## src/rtl/oled_cmd_sequencer.sv

```systemverilog
// oled_cmd_sequencer: queues OLED display requests and issues them one at a
// time over the interface's mode/start/ready handshake.
// Tracks display power state, drops illegal requests with a reject pulse and
// latches a sticky timeout when the interface stalls.
// Optional build macro: AUTO_POWERON_EN preloads a turnon request at reset.
module oled_cmd_sequencer #(
  parameter int DEPTH        = 4,
  parameter int ACK_TIMEOUT  = 256,
  parameter int DONE_TIMEOUT = 16000000
) (
  input  logic                   i_CLK,
  input  logic                   i_RST_N,
  input  logic                   i_REQ_VALID,
  input  logic [1:0]             i_REQ_MODE,
  output logic                   o_REQ_READY,
  input  logic                   i_READY,
  output logic [1:0]             o_MODE,
  output logic                   o_START,
  output logic                   o_BUSY,
  output logic                   o_DISPLAY_ON,
  output logic                   o_REJECT,
  output logic                   o_TIMEOUT,
  output logic [$clog2(DEPTH):0] o_FIFO_COUNT
);

  localparam int AW   = $clog2(DEPTH);
  localparam int TMAX = (ACK_TIMEOUT > DONE_TIMEOUT) ? ACK_TIMEOUT : DONE_TIMEOUT;
  localparam int TW   = $clog2(TMAX);
  localparam logic [TW-1:0] ACK_LAST  = TW'(ACK_TIMEOUT - 1);
  localparam logic [TW-1:0] DONE_LAST = TW'(DONE_TIMEOUT - 1);
  localparam logic [1:0] M_ON = 2'b00, M_OFF = 2'b01;

`ifdef AUTO_POWERON_EN
  // mem[0] resets to 00 (turnon), so one queued entry is a turnon request
  localparam logic [AW:0]   CNT_RST = (AW+1)'(1);
  localparam logic [AW-1:0] WR_RST  = AW'(1);
`else
  localparam logic [AW:0]   CNT_RST = '0;
  localparam logic [AW-1:0] WR_RST  = '0;
`endif

  typedef enum logic [1:0] {S_IDLE, S_ISSUE, S_WAIT_DONE, S_ERROR} state_t;

  state_t          state_q, state_d;
  logic            rdy_m, rdy_s;
  logic [1:0]      mem [DEPTH];
  logic [AW-1:0]   wr_ptr, rd_ptr;
  logic [AW:0]     count_q;
  logic            push, pop;
  logic [1:0]      mode_q, mode_d;
  logic            start_q, start_d, disp_q, disp_d;
  logic            reject_q, reject_d, timeout_q, timeout_d;
  logic [TW-1:0]   timer_q, timer_d;
  // popped entry waiting one cycle for validation
  logic            pend_vld_q;
  logic [1:0]      pend_mode_q;
  logic            legal;

  assign o_REQ_READY  = (count_q < (AW+1)'(DEPTH)) && (state_q != S_ERROR);
  assign push         = i_REQ_VALID && o_REQ_READY;
  assign pop          = (state_q == S_IDLE) && (count_q != '0) && rdy_s && !pend_vld_q;
  assign o_MODE       = mode_q;
  assign o_START      = start_q;
  assign o_DISPLAY_ON = disp_q;
  assign o_REJECT     = reject_q;
  assign o_TIMEOUT    = timeout_q;
  assign o_FIFO_COUNT = count_q;
  assign o_BUSY       = (state_q != S_IDLE) || (count_q != '0) || pend_vld_q;

  // two-flop synchronizer for the interface ready
  always_ff @(posedge i_CLK or negedge i_RST_N) begin
    if (!i_RST_N) begin
      rdy_m <= 1'b0;
      rdy_s <= 1'b0;
    end else begin
      rdy_m <= i_READY;
      rdy_s <= rdy_m;
    end
  end

  // request FIFO; error state discards everything queued
  always_ff @(posedge i_CLK or negedge i_RST_N) begin
    if (!i_RST_N) begin
      for (int i = 0; i < DEPTH; i++) mem[i] <= '0;
      wr_ptr      <= WR_RST;
      rd_ptr      <= '0;
      count_q     <= CNT_RST;
      pend_vld_q  <= 1'b0;
      pend_mode_q <= '0;
    end else begin
      if (push) begin
        mem[wr_ptr] <= i_REQ_MODE;
        wr_ptr      <= wr_ptr + AW'(1);
      end
      pend_vld_q <= pop;
      if (pop) pend_mode_q <= mem[rd_ptr];
      if (state_q == S_ERROR) begin
        rd_ptr  <= wr_ptr;
        count_q <= '0;
      end else begin
        if (pop) rd_ptr <= rd_ptr + AW'(1);
        case ({push, pop})
          2'b10:   count_q <= count_q + (AW+1)'(1);
          2'b01:   count_q <= count_q - (AW+1)'(1);
          default: count_q <= count_q;
        endcase
      end
    end
  end

  // sequencer state register
  always_ff @(posedge i_CLK or negedge i_RST_N) begin
    if (!i_RST_N) begin
      state_q   <= S_IDLE;
      mode_q    <= '0;
      start_q   <= 1'b0;
      disp_q    <= 1'b0;
      reject_q  <= 1'b0;
      timeout_q <= 1'b0;
      timer_q   <= '0;
    end else begin
      state_q   <= state_d;
      mode_q    <= mode_d;
      start_q   <= start_d;
      disp_q    <= disp_d;
      reject_q  <= reject_d;
      timeout_q <= timeout_d;
      timer_q   <= timer_d;
    end
  end

  // legality of the pending request against the current power state
  always_comb begin
    legal = 1'b0;
    case (pend_mode_q)
      M_ON:    legal = !disp_q;
      default: legal = disp_q;
    endcase
  end

  // next-state and handshake control
  always_comb begin
    state_d   = state_q;
    mode_d    = mode_q;
    start_d   = 1'b0;
    disp_d    = disp_q;
    reject_d  = 1'b0;
    timeout_d = timeout_q;
    timer_d   = (timer_q == '1) ? timer_q : timer_q + TW'(1);
    case (state_q)
      S_IDLE: begin
        if (pend_vld_q) begin
          if (legal) begin
            mode_d  = pend_mode_q;
            start_d = 1'b1;
            timer_d = '0;
            state_d = S_ISSUE;
          end else begin
            reject_d = 1'b1;
          end
        end
      end
      S_ISSUE: begin
        start_d = 1'b1;
        if (!rdy_s) begin
          start_d = 1'b0;
          timer_d = '0;
          state_d = S_WAIT_DONE;
        end else if (timer_q == ACK_LAST) begin
          start_d   = 1'b0;
          timeout_d = 1'b1;
          state_d   = S_ERROR;
        end
      end
      S_WAIT_DONE: begin
        if (rdy_s) begin
          if (mode_q == M_ON)  disp_d = 1'b1;
          if (mode_q == M_OFF) disp_d = 1'b0;
          state_d = S_IDLE;
        end else if (timer_q == DONE_LAST) begin
          timeout_d = 1'b1;
          state_d   = S_ERROR;
        end
      end
      default: begin
        timeout_d = 1'b1;
      end
    endcase
  end

endmodule

```

## config.mk

```make
export PLATFORM = sky130hd
export DESIGN_NAME = oled_cmd_sequencer
export DESIGN_NICKNAME = d
export VERILOG_FILES = /design/src/rtl/oled_cmd_sequencer.sv
export SDC_FILE = /design/constraint.sdc
export NUM_CORES = 1
export LEC_CHECK = 0
export CORE_UTILIZATION = 40
export DETAILED_ROUTE_END_ITERATION = 10
export PLACE_DENSITY_LB_ADDON = 0.3
export SLEW_MARGIN = 30
export SYNTH_ARGS = -nofsm -noshare
export SYNTH_HDL_FRONTEND = slang
export SYNTH_SLANG_ARGS = --single-unit
```

## constraint.sdc

```tcl
create_clock -name i_CLK -period 2.4 [get_ports i_CLK]
set_clock_uncertainty 0.05 [all_clocks]
set_input_delay 0.48 -clock i_CLK [delete_from_list [all_inputs] [get_ports i_CLK]]
set_output_delay 0.48 -clock i_CLK [all_outputs]
set_load 0.05 [all_outputs]
```

==> results of run 1 <==
how the worst max path moves through the flow:
stage	from	end	slack, ns	cells past startpoint
5_1_grt	state_q[0]	o_FIFO_COUNT[2]	0.08	9
3_5_place_dp	i_REQ_VALID	o_FIFO_COUNT[2]	0.06	8
6_report	state_q[0]	o_BUSY	0.22	5
4_1_cts	state_q[0]	o_BUSY	0.21	5
3_3_place_gp	i_REQ_VALID	o_FIFO_COUNT[2]	0.09	8
2_1_floorplan	o_FIFO_COUNT[2]	o_FIFO_COUNT[2]	0.08	8
per-stage QoR:
stage | util | setup slack [ns] | area [um^2] | hold slack, ns
2_1_floorplan | - | 0.0812 | 2740 | 0.134
3_3_place_gp | 0.461 | 0.0907 | 2990 | 0.286
3_5_place_dp | 0.461 | 0.0595 | 2990 | 0.287
4_1_cts | 0.475 | 0.206 | 3080 | 0.135
5_1_grt | 0.475 | 0.0820 | 3080 | 0.161
6_report | 0.475 | 0.225 | 3080 | 0.121
flip-flops by register name (all words and copies together) (netlist names):
register      count
mem               8
o_DISPLAY_ON      1
o_FIFO_COUNT      3
o_MODE            2
o_REJECT          1
o_START           1
o_TIMEOUT         1
pend_mode_q       2
pend_vld_q        1
rd_ptr            2
rdy_m             1
rdy_s             1
state_q           2
timer_q          24
wr_ptr            2
worst register-to-register path, cell delays in order, from the launching register on:
cell       delay [ns]
dfrtp_1          0.41
ha_1             0.25
nand4_1          0.20
or4_4            0.67
o2111ai_1        0.26
xor2_1           0.17
nor2_1           0.05
layout by cell type (no fill, tap or decap), types with 2 or more instances in the layout:
cell,count
a21oi_1,6
and2_1,3
and3_1,6
and4_1,2
buf_4,9
clkbuf_8,5
clkdlybuf4s50_1,13
dfrtp_1,52
ha_1,10
inv_1,8
mux2_2,10
mux4_2,2
nand2_1,24
nand2b_1,2
nand3_1,8
nand3b_1,4
nand4_1,5
nor2_1,29
nor2b_1,4
nor3_1,4
nor4_1,9
nor4_2,2
o2111ai_1,5
o211ai_1,3
o21ai_0,10
xnor2_1,15
xor2_1,12
routing by layer:
layer	global-route usage	vias to the layer above	wire length, um
li1	-	974	-
met1	0.217	966	2580
met2	0.265	21	2440
met3	0.0305	6	108
met4	0.0462	0	63
met5	0	-	0
where the power goes:
| part | total (mW) | switching, mW | internal [mW] |
|---|---|---|---|
| clock | 0.516 | 0.307 | 0.210 |
| combinational | 1.34 | 0.770 | 0.567 |
| sequential | 1.31 | 0.208 | 1.11 |
kinds of logic after synthesis:
logic type / Yosys count
AOI/OAI and AO/OA: 35
xor gates and xnor gates: 27
adders and majority gates: 11
buffers and inverters: 19
DFF: 52
muxes: 13
and+or+nand+nor: 109
layout make-up:
class,instances,area share
multi-input combinational,195,0.440
sequential,52,0.422
timing repair buffer,23,0.0657
tap,77,0.0312
clock buffer,5,0.0223
inverter,9,0.0110
clock inverter,3,0.00731
==> out/metrics.yaml, run 1 <==
status: "completed"
layout.nets: 303
drcViolationCount: 0
synth_top_family_by_area: "simple AND/OR/NAND/NOR gates"
fillers: 617
post_cts.repair.setup_buffers: 0
min_period_ns: 2.18
n_antenna_cell: 0
grt_max_degree: 28
end_kind: "output pin"
syn_to_final_growth_pct: 12.4
ctsHoldBuffers: 0
ios: 17
cp.arrival_ns: 1.65
netlist_area_mm2: 0.00274
drt_iter0_drc: 85
drv_slew: 0
cap_violations: 0
antenna_found_initial: 0
synth_top_area_cell: "dfrtp_1"
crit_buf_inv: 2
stdcell_count: 364
synth_xor_area_frac: 0.0862
finalCritPeriodShare: 0.906
synthTopCellsByArea: "dfrtp_1 47%, xnor2_1 4.8%, ha_1 4.6%, mux2_2 4.1%, nor2_1 4.0%"
yosys_warnings: 0
synth-compound-area-share: 0.0844
fmax_mhz: 460
io_buffers: 16
yosysSeqAreaShare: 0.474
core_mm2: 0.00649
cts_tree: "yes"
power_density_mw_per_mm2: 1030
clockBufferDepth: 2
cts_resized: 0
grt_pass1_vias: 1909
die-area_mm2: 0.00719
yosysMostFrequentCell: "dfrtp_1"
cts_made_buffers: 5
max-slew-margin-rel: 0.596
synthMuxAreaShare: 0.0611
synth_cell_types: 50
synth_top_area_share: 0.474
rr_worst_depth: 6
layout-drive-gt1-share: 0.129
num_rows: 29
rsz0062_at_grt: "false"
totalWireLength_um: 5190
syn_nets: 283
worstSetupStartpointType: "flip-flop"
synth-async-reset-ratio: 1.00
p_leak_nw: 1.33
ctsRootBufferMaster: "clkbuf_8"
r2r-end: "timer_q[9]"
cpPeakStageDelay_ns: 0.44
track_usage: 0.161
tightest_slew_ns: 0.606
vdd_drop_max_uv: 633
hold_violations: 0
path_delay_family: "flip-flops"
hpwl_um: 3690
num_vias: 1967
routedWlPerCell_um: 14.3
regArea_mm2: 0.00130
chipWidth_um: 84.8
synthSimpleGateAreaFrac: 0.210
cp_max_fo: 6
worstPathRequired_ns: 1.87
hold_class: "in -> async"
start_util: 0.422
cts_sinks: 52
syn_inst: 266
dp_cells: 356
vias_per_cell: 5.40
slowest_stage: "dfrtp_1"
multi_input_area_mm2: 0.00136
setup_viol: 0
dr.pass1.iters: 6
p_total_mw: 3.17
cts.htree.levels: 2
yosys_most_used_dff: "dfrtp_1"
setup_tns_ns: 0
gp_congestion: 0.756
clk_pin_slew_ns: 0.10
crit_type: "reg -> out"
synth_adder_area_share: 0.0529
fp.dieH_um: 84.8
rr_startpoint: "timer_q[0]"
grt-ovfl-total: 0
grt_pass1_wl_um: 9200
path_cells: "inv_1 -> ha_1 -> nor2b_1 -> nand2_1 -> buf_4"
worst-r2r-setup-slack_ns: 0.22
clk_latency_ns: 0.31
yosys-top-cells-count: "52 x dfrtp_1, 29 x nor2_1, 24 x nand2_1, 15 x xnor2_1, 12 x xor2_1"
ys_ff_latch: 52
ant_nets: 0
synth-edff-count: 0
synth.avg_cell_area_um2: 10.3
(Power assumes the default switching activity.)
==> run 2: changes to the inputs <==
--- a/config.mk
+++ b/config.mk
@@ -7,7 +7,6 @@
 export LEC_CHECK = 0
 export CORE_UTILIZATION = 40
 export DETAILED_ROUTE_END_ITERATION = 10
-export PLACE_DENSITY_LB_ADDON = 0.3
 export SLEW_MARGIN = 30
 export SYNTH_ARGS = -nofsm -noshare
 export SYNTH_HDL_FRONTEND = slang
==> constraint.sdc (replaced) <==
create_clock -name i_CLK -period 2.6 [get_ports i_CLK]
set_clock_uncertainty 0.05 [all_clocks]
set_input_delay 0.52 -clock i_CLK [delete_from_list [all_inputs] [get_ports i_CLK]]
set_output_delay 0.52 -clock i_CLK [all_outputs]
set_load 0.05 [all_outputs]
==> run 2 against run 1 <==
  * The run now ends with DRC left
  * Setup slack improved by 0.19 ns
  * Sequential share of layout area rose by 0.14 points
  * Die area did not move
  * Register-to-register slack improved by 0.22 ns
  * Count of clock-buffer cells in the layout did not move
  * Largest cell class unchanged
  * Wire length fell by 2.7%
  * Flip-flop and latch count did not move
  * Power fell by 7.9%
  * Combinational power fell by 7%
  * Critical path type unchanged
  * Non-clock buffer count fell by 2
  * Hold slack improved by 0.13 ns
  * Critical path depth fell by 2
==> out/metrics.yaml, run 2 (synthesis results as in run 1) <==
layout_commonest_cell: "dfrtp_1"
tightest_slew_ns: 0.650  # +0.0436 ns
start_util: 0.422  # unchanged
power_density_mw_per_mm2: 949  # -7.6%
drv_slew: 0  # unchanged
rsz0062_at_grt: "false"
routedWlPerCell_um: 14.0  # -2.1%
die-area_mm2: 0.00719  # unchanged
fillers: 605  # -1.9%
drt_iter0_drc: 75  # -12%
ios: 17  # unchanged
hpwl_um: 3610  # -2.1%
grt_pass1_vias: 1890  # -1.0%
dp_cells: 354  # -0.56%
cp.arrival_ns: 1.62  # -0.03 ns
largest_reg_flops: 24  # unchanged
worst-r2r-setup-slack_ns: 0.44  # +0.22 ns
min_period_ns: 2.19
hold_class: "in -> async"
cp_max_fo: 9  # +3
syn_to_final_growth_pct: 12.0
status: "complete, but fails checks"
cts.htree.levels: 2  # unchanged
vdd_drop_max_uv: 590  # -6.8%
end_kind: "output pin"
setup_tns_ns: 0  # unchanged
fmax_mhz: 457
io_buffers: 16  # unchanged
layout-drive-gt1-share: 0.119  # -0.00962
p_leak_nw: 1.32  # -0.20%
layout_common_cells: "52 x dfrtp_1, 29 x nor2_1, 24 x nand2_1"
ctsRootBufferMaster: "clkbuf_8"
hold_violations: 0  # unchanged
gp_congestion: 0.809  # +7.0%
core_mm2: 0.00649  # unchanged
setup_viol: 0  # unchanged
num_vias: 1921  # -2.3%
worstSetupStartpointType: "flip-flop"
worstPathRequired_ns: 2.03  # +0.16 ns
multi_input_area_mm2: 0.00136  # unchanged
clockBufferDepth: 2  # unchanged
largest_register: "timer_q"
holdWs_ns: 0.252  # +0.131 ns
clk_pin_slew_ns: 0.10  # about the same
finalCritPeriodShare: 0.842
grt_max_degree: 53  # +89%
dr.pass1.iters: 7  # +1
fp.dieH_um: 84.8  # unchanged
ant_nets: 0  # unchanged
p_total_mw: 2.91  # -7.9%
vias_per_cell: 5.31  # -1.8%
totalWireLength_um: 5050  # -2.7%
chipWidth_um: 84.8  # unchanged
grt-ovfl-total: 0  # unchanged
crit_type: "reg -> out"
layout.nets: 301  # -0.66%
cts_made_buffers: 5  # unchanged
post_cts.repair.setup_buffers: 0  # unchanged
track_usage: 0.155  # -0.00550
max-slew-margin-rel: 0.567  # -0.0291
n_antenna_cell: 0  # unchanged
clk_latency_ns: 0.30  # about the same
cts_tree: "yes"
grt_pass1_wl_um: 8880  # -3.5%
regArea_mm2: 0.00130  # unchanged
fin_util: 0.473  # -0.00154
num_rows: 29  # unchanged
antenna_found_initial: 0  # unchanged
drcViolationCount: 1  # +1
failed_checks: "DRC"
cts_sinks: 52  # unchanged
cap_violations: 0  # unchanged
stdcell_count: 362  # -0.55%
run 2: cell count changes in the layout (fill, tap and decap cells not counted), sizes merged:
cell,delta
buf,-3
dlymetal6s2s,+1
run 2: final timing paths:
check | depth (start not counted) | end | start
worst max-delay path | 3 | o_REQ_READY | state_q[0]
worst min-delay path | 2 | timer_q[10] | i_RST_N
worst max register to register | 6 | timer_q[12] | timer_q[0]
worst min register to register | 0 | rdy_s | rdy_m
max in group asynchronous | 2 | timer_q[3] | i_RST_N
min in group i_CLK | 0 | rdy_s | rdy_m
run 2: what timing repair did:
item / CTS / global route
hold buffers: 0 / 0
resized for setup: 0 / 1
endpoints found under the setup margin: 0 / 1
run 2: critical path: stages, from the launching register on:
cell and delay, ns:
dfrtp_1 0.43, ha_1 0.34, nor2_1 0.13, dlymetal6s2s_1 0.42
run 2: layout make-up:
cell class,count,area share
timing repair buffer,21,0.0627
tap,77,0.0314
clock buffer,5,0.0224
sequential,52,0.423
multi-input combinational,195,0.442
clock inverter,3,0.00733
inverter,9,0.0110
run 2: report_power, final:
group          internal, mW  total (mW)  switching (mW)  leakage, nW
sequential             1.02        1.21           0.191        0.673
clock                 0.193       0.464           0.270       0.0485
combinational         0.526        1.24           0.714        0.603
run 2: through the flow:
| stage | setup slack, ns | instance area [um^2] |
|---|---|---|
| after floorplan | 0.281 | 2740 |
| after global placement | 0.205 | 2980 |
| after detailed placement | 0.148 | 2980 |
| after CTS | 0.00553 | 3070 |
| after global routing | 0.292 | 3070 |
| final | 0.412 | 3070 |
run 2: per-layer routing:
metal | track usage | routed length (um) | share of wire | vias to the layer above
met5 | 0 | 0 | 0 | -
met1 | 0.219 | 2550 | 0.50 | 925
met4 | 0.0462 | 40 | 0.0079 | 0
li1 | - | - | - | 973
met3 | 0.0324 | 97 | 0.019 | 5
met2 | 0.242 | 2370 | 0.47 | 18
==> run 3: changes to the inputs <==
==> constraint.sdc (replaced) <==
create_clock -name i_CLK -period 2 [get_ports i_CLK]
set_clock_uncertainty 0.05 [all_clocks]
set_input_delay 0.4 -clock i_CLK [delete_from_list [all_inputs] [get_ports i_CLK]]
set_output_delay 0.4 -clock i_CLK [all_outputs]
set_load 0.05 [all_outputs]
==> run 3 against run 2 <==
  * The run now ends clean
  * Hold slack lost 0.23 ns
  * Clock power up 33%
  * Count of clock-buffer cells in the layout stayed put
  * Critical path depth is 1 higher
  * Power rose by 39%
  * Flip-flop and latch count did not move
  * Die area did not move
  * Critical path type unchanged
  * Critical endpoint unchanged
  * Largest cell class unchanged
==> out/metrics.yaml, run 3 (synthesis results as in run 1) <==
p_total_mw: 4.06  # +39%
clk_latency_ns: 0.30  # about the same
drt_iter0_drc: 104  # +39%
multi_input_area_mm2: 0.00144  # +5.8%
io_buffers: 16  # unchanged
dp_cells: 371  # +4.8%
max-slew-margin-rel: 0.654  # +0.0870
p_leak_nw: 1.44  # +8.6%
layout_common_cells: "49 x dfrtp_1, 29 x buf_4, 27 x nor2_1"
hold_violations: 0  # unchanged
gp_congestion: 0.786  # -2.8%
setup_slack_ns: 0.0428  # -0.369 ns
cts_sinks: 52  # unchanged
vdd_drop_max_uv: 689  # +17%
drv_slew: 0  # unchanged
worstSetupStartpointType: "flip-flop"
largest_reg_flops: 24  # unchanged
cap_violations: 0  # unchanged
power_density_mw_per_mm2: 1220  # +29%
chipWidth_um: 84.8  # unchanged
grt_pass1_vias: 1953  # +3.3%
layout-drive-gt1-share: 0.266  # +0.147
vias_per_cell: 5.35  # +0.85%
crit_type: "reg -> out"
ctsHoldBuffers: 0  # unchanged
track_usage: 0.168  # +0.0124
regArea_mm2: 0.00131  # +0.29%
largest_register: "timer_q"
core_mm2: 0.00649  # unchanged
cp.arrival_ns: 1.51  # -0.11 ns
cts.htree.levels: 2  # unchanged
stdcell_count: 381  # +5.2%
fp.dieH_um: 84.8  # unchanged
hold_class: "in -> async"
rsz0062_at_grt: "true"
n_antenna_cell: 0  # unchanged
layout.nets: 320  # +6.3%
fillers: 602  # -0.50%
end_kind: "output pin"
cts_made_buffers: 5  # unchanged
drcViolationCount: 0  # -1
totalWireLength_um: 5410  # +7.0%
syn_to_final_growth_pct: 21.0
clk_pin_slew_ns: 0.10  # about the same
fmax_mhz: 511
dp_slack_ns: -0.190  # -0.339 ns
setup_viol: 0  # unchanged
ctsRootBufferMaster: "clkbuf_8"
min_period_ns: 1.96
antenna_found_initial: 0  # unchanged
ant_nets: 0  # unchanged
fin_util: 0.511  # +0.0379
finalCritPeriodShare: 0.979
grt_pass1_wl_um: 9670  # +8.9%
hpwl_um: 3820  # +5.8%
status: "completed"
dr.pass1.iters: 4  # -3
tightest_slew_ns: 0.517  # -0.132 ns
num_vias: 2039  # +6.1%
ios: 17  # unchanged
routedWlPerCell_um: 14.2  # +1.7%
clockBufferDepth: 2  # unchanged
worstPathRequired_ns: 1.55  # -0.48 ns
cts_tree: "yes"
cp_max_fo: 8  # -1
die-area_mm2: 0.00719  # unchanged
grt-ovfl-total: 0  # unchanged
start_util: 0.422  # unchanged
num_rows: 29  # unchanged
grt_max_degree: 53  # unchanged
layout_commonest_cell: "dfrtp_1"
==> run 3: changes by cell type in the layout (fill, tap and decap cells not counted), sizes merged <==
cell | previous run | this run
clkinv | 3 | 2
buf | 7 | 33
clkinvlp | 0 | 1
clkdlybuf4s50 | 13 | 7
dlymetal6s2s | 1 | 0
==> run 3: worst max-delay path, cell delays in order (launching register included) <==
cell     delay (ns)
dfrtp_1        0.45
ha_1           0.26
buf_4          0.18
nor2_2         0.16
buf_12         0.15
==> run 3: timing repair <==
action                     CTS  global route
setup endpoints to repair    0            17
buffers inserted             0             2
gates resized for setup      0            18
==> run 3: final timing paths <==
check	from	end	slack [ns]	cells after the start
max	state_q[0]	o_REQ_READY	0.04	4
min reg2reg	rdy_m	rdy_s	0.31	0
max in group asynchronous	i_RST_N	o_FIFO_COUNT[1]	1.63	2
min in group i_CLK	rdy_m	rdy_s	0.31	0
max reg2reg	timer_q[1]	timer_q[7]	0.07	6
min	i_RST_N	o_START	0.02	2
==> run 3: final cells by class <==
type | instances | area share
multi-input combinational | 195 | 0.433
sequential | 52 | 0.393
timing repair buffer | 40 | 0.106
tap | 77 | 0.0290
clock buffer | 5 | 0.0207
inverter | 9 | 0.0113
clock inverter | 3 | 0.00678
==> run 3: metal layers <==
layer,GRT usage,part of all wire
met1,0.249,0.51
met2,0.252,0.46
met3,0.0305,0.020
met4,0.0462,0.012
met5,0,0
==> run 3: power breakdown <==
group	leakage, nW	internal [mW]	switching (mW)
combinational	0.720	0.849	1.01
clock	0.0485	0.252	0.366
sequential	0.669	1.33	0.251
total	1.44	2.43	1.63
==> run 3: per-stage QoR <==
stage	hold slack, ns	setup TNS, ns	cell area [um^2]
final	0.0183	0	3320
after global routing	0.0503	-0.161	3320
after CTS	0.0276	0	3240
after detailed placement	0.288	-0.276	3150
after global placement	0.285	-0.180	3150
after floorplan	0.0544	0	2770
